**src/rtl/stack_pkg.sv**
```systemverilog
// Shared constants for the stack datapath: ALU opcodes, command kinds,
// response codes and the execution FSM state encoding.
package stack_pkg;

    // ALU opcodes, shared with the ALU
    localparam logic [3:0] OP_ADD  = 4'd0;
    localparam logic [3:0] OP_SUB  = 4'd1;
    localparam logic [3:0] OP_MUL  = 4'd2;
    localparam logic [3:0] OP_DIV  = 4'd3;
    localparam logic [3:0] OP_AND  = 4'd4;
    localparam logic [3:0] OP_NAND = 4'd5;
    localparam logic [3:0] OP_OR   = 4'd6;
    localparam logic [3:0] OP_XOR  = 4'd7;
    localparam logic [3:0] OP_CMP  = 4'd8;
    localparam logic [3:0] OP_NOT  = 4'd9;

    // Command kinds
    localparam logic [1:0] CMD_PUSH  = 2'd0;
    localparam logic [1:0] CMD_POP   = 2'd1;
    localparam logic [1:0] CMD_EXEC  = 2'd2;
    localparam logic [1:0] CMD_CLEAR = 2'd3;

    // Response codes
    localparam logic [1:0] ERR_OK        = 2'd0;
    localparam logic [1:0] ERR_UNDERFLOW = 2'd1;
    localparam logic [1:0] ERR_OVERFLOW  = 2'd2;
    localparam logic [1:0] ERR_ILLEGAL   = 2'd3;

    // Execution FSM states
    typedef enum logic [2:0] {
        S_IDLE = 3'd0,
        S_RD_B = 3'd1,
        S_RD_A = 3'd2,
        S_CALC = 3'd3,
        S_DONE = 3'd4
    } state_t;

    // NOT is the only unary opcode; everything else legal takes two operands
    function automatic logic is_unary(input logic [3:0] op);
        return op == OP_NOT;
    endfunction

endpackage

```
**src/rtl/stack_mem.sv**
```systemverilog
// Operand stack storage: one synchronous write port and two asynchronous
// read ports (top / operand B, and operand A). Contents are not reset.
module stack_mem #(
    parameter int DATA_SIZE = 11,
    parameter int DEPTH     = 16,
    parameter int AW        = $clog2(DEPTH)
) (
    input  logic                 clk,
    input  logic                 we,
    input  logic [AW-1:0]        waddr,
    input  logic [DATA_SIZE-1:0] wdata,
    input  logic [AW-1:0]        raddr_b,
    output logic [DATA_SIZE-1:0] rdata_b,
    input  logic [AW-1:0]        raddr_a,
    output logic [DATA_SIZE-1:0] rdata_a
);

    logic [DATA_SIZE-1:0] mem [DEPTH];

    // Single write port, no reset on the array
    always_ff @(posedge clk) begin
        if (we) begin
            mem[waddr] <= wdata;
        end
    end

    assign rdata_b = mem[raddr_b];
    assign rdata_a = mem[raddr_a];

endmodule

```
**src/rtl/stack_exec.sv**
```systemverilog
// Stack-machine execution front end: holds the operand stack, handles
// PUSH/POP/EXEC/CLEAR commands and drives the external ALU for EXEC.
module stack_exec
    import stack_pkg::*;
#(
    parameter int DATA_SIZE = 11,
    parameter int DEPTH     = 16
) (
    input  logic                     clk,
    input  logic                     rst_n,
    input  logic                     cmd_valid,
    output logic                     cmd_ready,
    input  logic [1:0]               cmd_kind,
    input  logic [3:0]               cmd_opcode,
    input  logic [DATA_SIZE-1:0]     cmd_data,
    output logic [3:0]               alu_opcode,
    output logic [DATA_SIZE-1:0]     alu_a,
    output logic [DATA_SIZE-1:0]     alu_b,
    input  logic [DATA_SIZE-1:0]     alu_out,
    output logic [DATA_SIZE-1:0]     top,
    output logic [$clog2(DEPTH):0]   depth,
    output logic                     empty,
    output logic                     full,
    output logic                     resp_valid,
    output logic [1:0]               err_code
);

    localparam int AW = $clog2(DEPTH);
    localparam int SW = AW + 1;

    state_t               state_reg, state_next;
    logic [SW-1:0]        sp_reg, sp_next;
    logic [1:0]           err_reg, err_next;
    logic                 unary_reg, unary_next;
    logic                 exec_reg, exec_next;
    logic [DATA_SIZE-1:0] result_reg;

    logic                 accept;
    logic                 op_load;
    logic                 mem_we;
    logic [AW-1:0]        mem_waddr;
    logic [DATA_SIZE-1:0] mem_wdata;
    logic [SW-1:0]        sp_m1, sp_m2;
    logic [AW-1:0]        addr_b, addr_a;
    logic [DATA_SIZE-1:0] rd_b, rd_a;

    assign sp_m1  = sp_reg - SW'(1);
    assign sp_m2  = sp_reg - SW'(2);
    assign addr_b = sp_m1[AW-1:0];
    assign addr_a = sp_m2[AW-1:0];

    assign cmd_ready  = (state_reg == S_IDLE) && rst_n;
    assign accept     = cmd_valid && cmd_ready;
    assign resp_valid = (state_reg == S_DONE);
    assign err_code   = err_reg;
    assign depth      = sp_reg;
    assign empty      = (sp_reg == '0);
    assign full       = (sp_reg == SW'(DEPTH));
    assign top        = empty ? '0 : rd_b;

    stack_mem #(
        .DATA_SIZE(DATA_SIZE),
        .DEPTH    (DEPTH)
    ) u_mem (
        .clk    (clk),
        .we     (mem_we),
        .waddr  (mem_waddr),
        .wdata  (mem_wdata),
        .raddr_b(addr_b),
        .rdata_b(rd_b),
        .raddr_a(addr_a),
        .rdata_a(rd_a)
    );

    // FSM and control state register
    always_ff @(posedge clk or negedge rst_n) begin
        if (!rst_n) begin
            state_reg <= S_IDLE;
            sp_reg    <= '0;
            err_reg   <= ERR_OK;
            unary_reg <= 1'b0;
            exec_reg  <= 1'b0;
        end else begin
            state_reg <= state_next;
            sp_reg    <= sp_next;
            err_reg   <= err_next;
            unary_reg <= unary_next;
            exec_reg  <= exec_next;
        end
    end

    // Next-state, stack pointer and memory write control
    always_comb begin
        state_next = state_reg;
        sp_next    = sp_reg;
        err_next   = err_reg;
        unary_next = unary_reg;
        exec_next  = exec_reg;
        op_load    = 1'b0;
        mem_we     = 1'b0;
        mem_waddr  = sp_reg[AW-1:0];
        mem_wdata  = cmd_data;
        case (state_reg)
            S_IDLE: begin
                if (accept) begin
                    err_next   = ERR_OK;
                    exec_next  = 1'b0;
                    state_next = S_DONE;
                    case (cmd_kind)
                        CMD_PUSH: begin
                            if (full) begin
                                err_next = ERR_OVERFLOW;
                            end else begin
                                mem_we  = 1'b1;
                                sp_next = sp_reg + SW'(1);
                            end
                        end
                        CMD_POP: begin
                            if (empty) err_next = ERR_UNDERFLOW;
                            else       sp_next  = sp_m1;
                        end
                        CMD_EXEC: begin
                            // Opcode legality is judged before operand count
                            if (cmd_opcode > OP_NOT) begin
                                err_next = ERR_ILLEGAL;
                            end else if (sp_reg < (is_unary(cmd_opcode) ? SW'(1) : SW'(2))) begin
                                err_next = ERR_UNDERFLOW;
                            end else begin
                                op_load    = 1'b1;
                                unary_next = is_unary(cmd_opcode);
                                exec_next  = 1'b1;
                                state_next = S_RD_B;
                            end
                        end
                        default: begin
                            sp_next = '0;
                        end
                    endcase
                end
            end
            S_RD_B:  state_next = unary_reg ? S_CALC : S_RD_A;
            S_RD_A:  state_next = S_CALC;
            S_CALC:  state_next = S_DONE;
            S_DONE: begin
                state_next = S_IDLE;
                if (exec_reg) begin
                    mem_we    = 1'b1;
                    mem_wdata = result_reg;
                    if (unary_reg) begin
                        mem_waddr = addr_b;
                    end else begin
                        mem_waddr = addr_a;
                        sp_next   = sp_m1;
                    end
                end
            end
            default: state_next = S_IDLE;
        endcase
    end

    // ALU operand/opcode registers and result capture
    always_ff @(posedge clk or negedge rst_n) begin
        if (!rst_n) begin
            alu_opcode <= '0;
            alu_a      <= '0;
            alu_b      <= '0;
            result_reg <= '0;
        end else begin
            if (op_load) begin
                alu_opcode <= cmd_opcode;
            end
            if (state_reg == S_RD_B) begin
                if (unary_reg) begin
                    alu_a <= rd_b;
                    alu_b <= '0;
                end else begin
                    alu_b <= rd_b;
                end
            end
            if (state_reg == S_RD_A) begin
                alu_a <= rd_a;
            end
            if (state_reg == S_CALC) begin
                result_reg <= alu_out;
            end
        end
    end

endmodule

```
**config.mk**
```make
export PLATFORM = sky130hd
export DESIGN_NAME = stack_exec
export DESIGN_NICKNAME = d
export VERILOG_FILES = /design/src/rtl/stack_pkg.sv /design/src/rtl/stack_mem.sv /design/src/rtl/stack_exec.sv
export SDC_FILE = /design/constraint.sdc
export NUM_CORES = 1
export LEC_CHECK = 0
export BUFFER_PORTS_ARGS = -buffer_cell sky130_fd_sc_hd__buf_2
export CORE_ASPECT_RATIO = 0.5
export CORE_MARGIN = 2
export CORE_UTILIZATION = 50
export DETAILED_ROUTE_END_ITERATION = 16
export GPL_TIMING_DRIVEN = 1
export PLACE_DENSITY = 0.71
export RECOVER_POWER = 100
export SYNTH_ARGS = -nofsm -noshare
export SYNTH_HDL_FRONTEND = slang
export SYNTH_SLANG_ARGS = --single-unit
```
**constraint.sdc**
```tcl
create_clock -name clk -period 3.2 [get_ports clk]
set_input_delay 0.16 -clock clk [delete_from_list [all_inputs] [get_ports clk]]
set_output_delay 0.16 -clock clk [all_outputs]
set_load 0.05 [all_outputs]
```
Word-level counts from Yosys, hierarchy flattened
Memory sizes are Yosys's and may differ from the RTL's.
Index checks and enable logic that the tools add are counted.
{ "classes": {"n_mul": 0, "n_shift": 0, "n_lt_le_gt_ge": 2, "n_eq_ne": 14, "bitwise": 2, "mux": 41, "n_div": 0, "add_sub_neg": 3, "reduce_logical": 12} }
{ "op_table": {"columns": ["op", "n"], "rows": [
  ["two-way mux 11 bit", 7],
  ["two-way mux 5 bit", 5],
  ["case mux 5 bit (3 select lines)", 1],
  ["two-way mux 1 bit", 14],
  ["two-way mux 3 bit", 4],
  ["two-way mux 4 bit", 3],
  ["case mux 3 bit (4 select lines)", 1],
  ["case mux 5 bit (2 select lines)", 1],
  ["AND reduction 7 bit", 1],
  ["equality test 3 x 2 -> 1 bit, second input constant", 2],
  ["two-way mux 2 bit", 3],
  ["!= test 2 bit, second input constant", 3],
  ["!= test 3 bit, second input constant", 2],
  ["case mux 2 bit (3 select lines)", 1],
  ["nonzero test 2 bit", 3],
  ["adder 5 x 1 -> 5 bit, second input constant", 1],
  ["equality test 5 bit, second input constant", 1],
  ["zero test 5 bit", 1],
  ["< comparator 5 x 2 -> 1 bit", 1],
  ["AND reduction 5 bit", 1],
  ["subtractor 5 x 1 -> 5 bit, second input constant", 1],
  ["equality test 4 bit, second input constant", 1],
  ["> comparator 4 bit, second input constant", 1],
  ["AND reduction 2 bit", 2],
  ["11 further kinds", 13]
]} }
{ "word_totals": {"elab_cells": 84, "memories": 1, "out_inout_bits": 48, "regBits": 49, "mem_bits_rw": 176, "in_bits": 31, "rom_bits": 0, "latchBits": 0} }
{ "memory_table": {"columns": ["memory", "words", "width", "rd", "rd_ports_with_merged_regs", "write_ports", "line", "source"], "rows": [
  ["u_mem.mem", 16, 11, 2, 0, 1, "stack_mem.sv:18", "logic [DATA_SIZE-1:0] mem [DEPTH];"]
]} }

Depth between registers and ports, before layout
{ "depth": {"word_depth": 8, "depth_mapped": 10, "mapped_depth_nobuf": 8} }

Hierarchy
A second synthesis with hierarchy kept.
{ "hier_totals": {"cells_unflattened": 684, "area_unflattened_um2": 10924.2} }
{ "by_module_without_submodules": {"columns": ["module", "area_per_inst_um2", "cells_each", "n_inst", "seq_area_each_um2"], "rows": [
  ["stack_mem", 8147.8, 389, 1, 5285.1],
  ["stack_exec", 2776.4, 295, 1, 1226.2]
]} }

Worst setup path before layout
OpenSTA, ideal clock, no wires.
{ "synth_path": {"kind": "flip-flop to flip-flop", "from": "reg sp_reg[1], in the netlist depth[1]", "to": "mem u_mem.mem[1][0], enable pin", "slack_ps": -495, "stages_incl_launch_ff": 10, "period_less_slack_ps": 3695, "path_buffers": 4, "arrival_ps": 3302, "required_time_ps": 2807, "setup_time_ps": 393, "cell_sequence": "dfrtp_1 > buf_2 > inv_1 > ha_1 > buf_4 > buf_2 > buf_2 > nand3_1 > a21boi_0 > nor3_1"} }
{ "synth_between": {"elab_chain_len": 7, "word_cells_on_any_way": 12, "cone_classes": "2 x add/sub; 1 x eq/ne; 9 x mux"} }
{ "synth_lines": {"columns": ["item", "line", "source"], "rows": [
  ["start: declaration", "stack_exec.sv:32", "logic [SW-1:0] sp_reg, sp_next;"],
  ["start signal: assignment", "stack_exec.sv:85", "sp_reg <= sp_next;"],
  ["equality test 5 bit", "stack_exec.sv:58", "assign full = (sp_reg == SW'(DEPTH));"],
  ["two-way mux 1 bit", "stack_exec.sv:111", "if (full) begin"],
  ["two-way mux 1 bit", "stack_exec.sv:109", "case (cmd_kind)"],
  ["two-way mux 1 bit", "stack_exec.sv:105", "if (accept) begin"],
  ["case mux 1 bit (2 select lines)", "stack_exec.sv:103", "case (state_reg)"],
  ["two-way mux 1 bit", "stack_mem.sv:22", "if (we) begin"],
  ["two-way mux 1 bit (implied by the code)", "stack_mem.sv:23", "mem[waddr] <= wdata;"],
  ["end: declaration", "stack_mem.sv:18", null]
]} }
Parallel ways exist; a longest one is shown, timed or not.

Final worst setup path
{ "layout_path": {"from": "reg sp_reg[1], in the netlist depth[1]", "to": "out top[8]"} }
{ "layout_between": {"elab_chain_len": 3, "word_cells_on_any_way": 4, "cone_classes": "1 x add/sub; 1 x mux; 1 x reduce/logical; 1 x memory"} }
{ "layout_lines": {"columns": ["item", "line", "source"], "rows": [
  ["subtractor 5 x 1 -> 5 bit", "stack_exec.sv:47", "assign sp_m1 = sp_reg - SW'(1);"],
  ["memory (16 x 11 bit)", null, null],
  ["two-way mux 11 bit *", "stack_exec.sv:59", "assign top = empty ? '0 : rd_b;"],
  ["end: declaration", "stack_exec.sv:20", "output logic [DATA_SIZE-1:0] top,"]
]} }
Mark *: on every way between the ends. The rest lies on a longest branch, timed or not.

==> impl_metrics.ini <==
[critical_path]
end_kind = output port
cp-start-kind = flip-flop
setup.worst_path.end = top[8]
ff2ff_path_depth = 7
worst_r2r_endpoint = u_mem.mem[0][1]
cp.arrival_ps = 2960
reg2reg_slack_ps = 140
path_class = flip-flop to output port
critPathMaxFanout = 13
cp.required_ps = 3040
rr_startpoint = state_reg[1]
crit_start = depth[1]

[power_and_ir_drop]
p_leak_nw = 4.70
power.total_w = 0.0152
power_density_nw_per_um2 = 1170
ir_worst_vdd_mv = 0.975

[synth]
ys_ff_latch = 225
yosysTopAreaCellShare_pct = 48.0
synth_fp_nets = 778
yosysSeqAreaShare_pct = 59.1
synth_edf_count = 176
syn_avg_cell_area_um2 = 14.9
synth_cell_types = 59
yosys_warnings = 0
synthArstFlopShare_pct = 21.8
syn_area_um2 = 11000
ys.flop_type = edfxtp_1
yosys-top-cells-area = edfxtp_1, mux4_2, dfrtp_1
syn-instance-count = 741
yosysTopAreaCell = edfxtp_1

[floorplanning]
rows = 38
pin_count = 79
start_util_pct = 50.9
die_h_um = 109
die_x_um = 214
die_area_um2 = 23300
core_um2 = 21600

[sta]
report.final.slew_viol_count = 9
final-setup-viol-count = 0
hold_viol = 1
finalCriticalPeriod_ps = 3120
fin_crit_sh_pct = 97.6
fin_skew_ps = 14.2
rsz0062_at_grt = yes
slew-limit-headroom_pct = -7.22
finalWorstSetupSlack_ps = 77.4
max_slew.worst_pin.slew_ps = 1600
hold-worst-slack_ps = -5.01
fmax_ghz = 0.320

[detailed_routing]
dr.pass1.iters = 5
final_antenna_net_count = 0
totalWireLength_mm = 31.8
post_drt_wl_per_cell_um = 26.8
drcViolationCount = 0
vias_per_cell = 6.29
first_iter_violations = 840
vias = 7474

[status]
outcome = finished, violations left
violations = hold timing, capacitance limit, slew limit

[placed_design]
hpwl_mm = 21.0
gp_congestion = 0.903
io_buffer_count = 78
dp_slack_ps = 215
detailed_place.area_um2 = 12100

[global_routing]
grt.total_usage_pct = 27.2
grt_pass1_wl_mm = 46.3
grt_pass1_vias = 7387
antenna_found_initial = 0
overflow = 0
grt_max_degree = 103

[cells_and_area]
final_common_cell = edfxtp_1
diodes = 0
largest_reg_flops = 176
fin_nets = 911
largest-register = u_mem.mem
n_fill_cell = 1656
fin_area_um2 = 13000
mostFrequentLayoutCells = edfxtp_1, mux4_2, buf_4
area_growth_pct = 17.8
drive_gt1_share_pct = 29.6

[clock_network]
ctsLongestPathBuffers = 3
clock_latency_ps = 500
clock_sinks = 225
htreeDepth = 1
root_buffer = clkbuf_16
cts_tree = built
cts_buffers = 21
clk_pin_slew_ps = 70

[worst_hold_path]
hold_class = primary input to flip-flop

[flow_run]
drv_cap = 1
==> through the flow <==
step	std cells	utilization, %	setup TNS [ps]	hold WS [ps]
global placement	1124	55.8	0	367
global route	1189	60.0	-219	10.8
finish	1189	60.0	0	-5.01
floorplan	741	-	-3240	-136
detailed placement	1124	55.8	0	372
CTS	1181	59.8	0	8.80
==> routing by layer <==
layer | up-vias | GRT usage [%] | part of all wire [%]
met4 | 0 | 8.84 | 3.1
met3 | 72 | 10.3 | 12
met1 | 3784 | 36.5 | 41
met5 | - | 0 | 0
li1 | 3180 | - | -
met2 | 438 | 41.4 | 44
==> cell type report <==
class                      count  area, µm²  area share, %
multi-input combinational    437       4240           32.7
timing repair buffer         159       1090           8.42
inverter                      30        113          0.868
sequential                   225       6520           50.2
clock inverter                 7       65.1          0.501
tap                          300        375           2.89
clock buffer                  31        573           4.42
==> cell usage after synthesis, types with 12 or more instances <==
master / count
buf_2: 17
mux2i_1: 55
mux2_2: 28
clkbuf_1: 20
dfrtp_1: 49
o22ai_1: 12
edfxtp_1: 176
nand2_1: 43
inv_1: 28
nand3_1: 28
a22oi_1: 22
mux4_2: 66
a21oi_1: 25
nor2b_1: 16
nand2b_1: 15
nor2_1: 35
==> worst min-delay path by stage <==
stage                         to       from  slack [ps]  cells after the start
finish               err_code[1]  cmd_valid          -5                      3
global route         err_code[1]  cmd_valid          10                      3
CTS                  err_code[1]  cmd_valid           9                      3
detailed placement  state_reg[1]      rst_n         370                      2
global placement    state_reg[1]      rst_n         370                      2
floorplan               alu_a[0]      rst_n        -140                      0
==> critical path, cell delays in order (launching register included) <==
cell and delay [ps]:
dfrtp_2 400, inv_1 110, buf_4 160, ha_2 240, xor2_4 190, buf_8 190, mux4_2 320, mux2i_2 320
a21oi_1 160, nor2b_1 150, clkbuf_4 210
==> report_power, final <==
part / total, W / switching (W) / internal [W]
combinational: 0.00906 / 0.00567 / 0.00339
sequential: 0.00380 / 0.000291 / 0.00351
clock: 0.00237 / 0.00105 / 0.00133
==> timing repair <==
action / 4_1_cts / 5_1_grt
hold buffers: 17 / 0
setup buffers: 2 / 7
endpoints found under the setup margin: 11 / 11
cloned: 0 / 1
endpoints found under the hold margin: 66 / 0
pin swaps: 0 / 1
gates resized for setup: 8 / 11
==> cell families after synthesis <==
family / after synthesis / synth area share, %
xor+xnor: 4 / 0.386
buf+inv: 79 / 3.25
mux: 149 / 21.3
flops: 225 / 59.1
fa+ha+maj: 6 / 0.681
simple gates: 168 / 8.03
compound gates: 110 / 7.23
No activity file was read; power rests on OpenSTA's default activity.
